File: config.mk
export PLATFORM = sky130hd
export DESIGN_NAME = vend_credit_ctrl
export DESIGN_NICKNAME = d
export VERILOG_FILES = /design/src/rtl/vend_credit_ctrl.sv
export SDC_FILE = /design/constraint.sdc
export NUM_CORES = 1
export LEC_CHECK = 0
export ABC_AREA = 1
export ABC_CLOCK_PERIOD_IN_PS = 2300
export BUFFER_PORTS_ARGS = -buffer_cell sky130_fd_sc_hd__buf_2
export CAP_MARGIN = 20
export CORE_MARGIN = 4
export CORE_UTILIZATION = 45
export CTS_BUF_LIST = sky130_fd_sc_hd__clkbuf_16
export CTS_CLUSTER_SIZE = 28
export DETAILED_ROUTE_END_ITERATION = 6
export PLACE_DENSITY = 0.8
export SYNTH_ARGS = -nofsm -noshare
export SYNTH_HDL_FRONTEND = slang
export SYNTH_SLANG_ARGS = --single-unit
export TNS_END_PERCENT = 100
File: constraint.sdc
create_clock -name clk -period 2.3 [get_ports clk]
set_clock_uncertainty 0.2 [all_clocks]
set_input_delay 0.23 -clock clk [delete_from_list [all_inputs] [get_ports clk]]
set_output_delay 0.23 -clock clk [all_outputs]
set_load 0.02 [all_outputs]
File: src/rtl/vend_credit_ctrl.sv
// vend_credit_ctrl: coin credit FSM driving an external add/subtract unit; define VEND_AUTO_CHANGE_EN to return leftover credit after a vend
module vend_credit_ctrl #(
    parameter logic [3:0] ITEM_PRICE = 4'd6
) (
    input  logic       clk,
    input  logic       rst_n,
    input  logic       coin_valid,
    input  logic [3:0] coin_value,
    output logic       coin_ready,
    input  logic       vend_req,
    input  logic       refund_req,
    output logic [3:0] alu_a,
    output logic [3:0] alu_b,
    output logic [1:0] alu_op,
    input  logic [4:0] alu_result,
    output logic [3:0] credit,
    output logic       busy,
    output logic       vend,
    output logic       vend_denied,
    output logic       coin_reject,
    output logic       change_valid,
    output logic [3:0] change_value
);
    typedef enum logic [2:0] {IDLE, ADD, SUB, DISPENSE, REFUND} state_t;
    state_t state, state_nx;
    logic [3:0] coin_q;
    logic refund_go, vend_go, coin_go;
    assign refund_go = refund_req && credit != 4'd0;
    assign vend_go = !refund_req && vend_req;
    assign coin_go = !refund_req && !vend_req && coin_valid;
    assign busy = state != IDLE;
    assign coin_ready = state == IDLE;
    // state, credit, latched coin and the registered overflow/borrow pulses
    always_ff @(posedge clk or negedge rst_n)
        if (!rst_n) begin
            state <= IDLE;
            credit <= 4'd0;
            coin_q <= 4'd0;
            coin_reject <= 1'b0;
            vend_denied <= 1'b0;
        end else begin
            state <= state_nx;
            coin_reject <= state == ADD && alu_result[4];
            vend_denied <= state == SUB && alu_result[4];
            if (state == IDLE && coin_go) coin_q <= coin_value;
            if ((state == ADD || state == SUB) && !alu_result[4]) credit <= alu_result[3:0];
            else if (state == REFUND) credit <= 4'd0;
        end
    // next state and per-state outputs; ALU idles with op 11 outside ADD/SUB
    always_comb begin
        state_nx = IDLE;
        alu_a = 4'd0;
        alu_b = 4'd0;
        alu_op = 2'b11;
        vend = 1'b0;
        change_valid = 1'b0;
        change_value = 4'd0;
        case (state)
            IDLE: state_nx = refund_go ? REFUND : vend_go ? SUB : coin_go ? ADD : IDLE;
            ADD: begin
                alu_a = credit;
                alu_b = coin_q;
                alu_op = 2'b00;
            end
            SUB: begin
                alu_a = credit;
                alu_b = ITEM_PRICE;
                alu_op = 2'b01;
                state_nx = alu_result[4] ? IDLE : DISPENSE;
            end
            DISPENSE: begin
                vend = 1'b1;
`ifdef VEND_AUTO_CHANGE_EN
                state_nx = credit != 4'd0 ? REFUND : IDLE;
`else
                state_nx = IDLE;
`endif
            end
            REFUND: begin
                change_valid = 1'b1;
                change_value = credit;
            end
            default: state_nx = IDLE;
        endcase
    end
endmodule

==> results.md <==
- Outcome: finished, final reports clean
- Clock sinks: 13
- Instance count after placement with tap cells included: 135
- Number of unique standard cell types used by synthesis: 17
- Proportion of synthesized chip area in sequential cells: 0.475
- Number of antenna repair diodes: 0
- Area taken by multi-input logic gates: 284 um2
- Nature of the critical path endpoint: output pin
- Maximum number of pins on one net before global-route repair: 14
- Total leakage power: 0.588 nW
- Later-pin clock latency in the skew report: 240 ps
- Placed wire-length estimate after detailed placement: 1310 um
- Instance count along the most critical hold path: 2
- Time the worst path needs with I/O delays and setup: 1870 ps
- Number of inserted filler cells in the final layout: 121
- Wire length of the first global-routing pass: 2730 um
- Total overflow reported by the global router: 0
- Highest attainable clock frequency: 536 MHz
- Maximum root-to-sink buffer count: 2
- Routed WL: 1680 um
- Top-level I/O count: 38
- Cell count of the worst reg-to-reg path: 6
- Standard cell core area: 0.00137 mm2
- Area taken by flip-flops and latches: 325 um2
- Final nets: 140
- Final estimated routing congestion in global placement: 0.820
- Required arrival time at the worst endpoint: 1870 ps
- Synth Cell Area: 684 um2
- Die height: 47 um
- Vias in the first global route: 616
- Setup TNS: 0 ps
- Share of the synthesized area in the top cell type: 0.475
- Post-detailed-route DRC marker count: 0
- Dominant cell type by area after synthesis: dfrtp_1
- Top fanout value on the critical path: 7
- Average size of a mapped cell: 8.25 um2
- Vias per inst: 4.82
- Period Utilization, post-route: 0.811
- Clock transition at the register clock pins on the worst setup and hold paths after CTS: 50 ps
- Post-synthesis net count: 97
- Transition time of the tightest slew-check pin: 300 ps
- Number of placement rows: 13
- Count of synthesis-stage warnings from yosys: 0
- Endpoint arrival time on the critical path: 1440 ps
- Post-route non-filler standard cell count: 140
- Top post-synthesis cells by area: dfrtp_1 48%, inv_1 8.8%, nor2_1 7.7%
- Detailed-route wire length per cell: 12.0 um
- Die X-Extent: 47 um
- Normalized max-slew margin: 0.800
- FF+latch count, synth: 13
- Hold Path Class: in2reg
- Iteration-0 DRC Markers: 6
- Setup Buffers After CTS: 0
- WS Path Type: reg2out
- Root Buffer: clkbuf_16
- Antenna violations before repair: 0
- TritonCTS clock tree: done
- Total iterations of the first detailed-routing run: 4
- Remaining antenna violation count: 0
- Hold Fails Final Rpt: 0
- Cts bufs inserted: 3
- Effective utilization at floorplan: 0.501
- Vias after detailed routing: 675
- Area growth syn-to-layout: 42.8%
- Max-cap violation count: 0
- Share of layout cells above drive strength 1: 0.416
- Power density cells: 1440 mW/mm2
- RSZ-0062 raised after global routing: false
- Die outline area: 0.00221 mm2
- Category of the worst setup path launch point: register
- Final setup vio count: 0
- Max Slew Vio Count: 0
- Count of mapped cells out of synthesis: 83
- IO buf count: 37
- Depth of the CTS H-tree: 1
- Post-Route Hold Slack: 6.01 ps
- Maximum vdd ir drop: 0.998 mV
- Overall fraction of global-route tracks in use: 0.180
==> per-layer routing <==
metal | vias up | routed length, um | track usage | part of all wire
met1 | 313 | 656 | 0.222 | 0.39
met2 | 22 | 870 | 0.274 | 0.52
met5 | - | 0 | 0 | 0
li1 | 338 | - | - | -
met3 | 2 | 139 | 0.0805 | 0.083
met4 | 0 | 16 | 0.0773 | 0.0095
==> cell families (layout without fill, tap and decap cells) <==
family,count (synthesis),after routing,synth area share
compound gates,7,7,0.0549
buf+inv,20,62,0.110
flops,13,13,0.475
simple gates,43,43,0.360
==> layout by cell type (no fill, tap or decap), types with 2 or more instances in the layout <==
master,Yosys,layout
inv_1,16,17
nor2_1,14,14
buf_2,0,37
inv_2,4,4
dfrtp_1,13,13
o21ai_1,4,4
nand3_1,9,9
nand2_1,10,10
o21ai_0,2,2
clkbuf_16,0,3
nand2_4,3,3
==> per-stage QoR <==
stage | util | instance area [um2] | setup slack [ps] | power, W
6_report | 0.715 | 977 | 434 | 0.00140
5_1_grt | 0.715 | 977 | 382 | 0.00151
4_1_cts | 0.715 | 977 | 438 | 0.00142
3_5_place_dp | 0.650 | 888 | 712 | 0.00108
3_3_place_gp | 0.650 | 888 | 750 | 0.00106
2_1_floorplan | - | 684 | 640 | 0.000874
==> synth_stat cells <==
| cell type | n |
|---|---|
| nand3_2 | 1 |
| nand3_1 | 9 |
| inv_1 | 16 |
| nor3_1 | 1 |
| nor2_4 | 1 |
| nor2_1 | 14 |
| nand3_4 | 1 |
| o31ai_1 | 1 |
| nand2_1 | 10 |
| inv_2 | 4 |
| o21ai_1 | 4 |
| nand4_4 | 1 |
| nand2_2 | 1 |
| dfrtp_1 | 13 |
| nand2_4 | 3 |
| nor4_1 | 1 |
| o21ai_0 | 2 |
==> critical path: stages, from the launching register on <==
cell	delay [ps]
dfrtp_1	430
inv_2	180
nand3_4	140
nand2_4	130
inv_2	60
nor2_1	80
buf_2	160
==> registers in the layout, summed over array words and instances, names as in the netlist <==
signal	flops
coin_q	4
coin_reject	1
credit	4
state	3
vend_denied	1
==> worst paths after layout <==
check	from	end	slack, ps
worst max-delay path	state[1]$_DFF_PN0_	alu_a[1]	430
worst min-delay path	refund_req	state[1]$_DFF_PN0_	6
worst max register to register	state[1]$_DFF_PN0_	credit[3]$_DFFE_PN0P_	890
worst min register to register	coin_q[3]$_DFFE_PN0P_	coin_q[3]$_DFFE_PN0P_	290
max in group asynchronous	rst_n	credit[2]$_DFFE_PN0P_	1460
min in group asynchronous	rst_n	coin_q[0]$_DFFE_PN0P_	210
==> power by group <==
group	total (W)	internal [W]	leakage (nW)	switching, W
clock	0.000321	0.000229	0.0423	0.0000918
sequential	0.000396	0.000316	0.169	0.0000796
combinational	0.000687	0.000218	0.377	0.000470
total	0.00140	0.000763	0.588	0.000641
==> cell type report <==
class                      instances  share of cell area
timing repair buffer              38               0.200
clock buffer                       3              0.0768
sequential                        13               0.333
tap                               15              0.0192
clock inverter                     1             0.00384
inverter                          20              0.0768
multi-input combinational         50               0.291
==> repair_timing <==
action / CTS / global route
gates resized for setup: 0 / 0
hold buffers: 1 / 0
endpoints found under the hold margin: 13 / 0
Power figures use the tool's default switching activity.
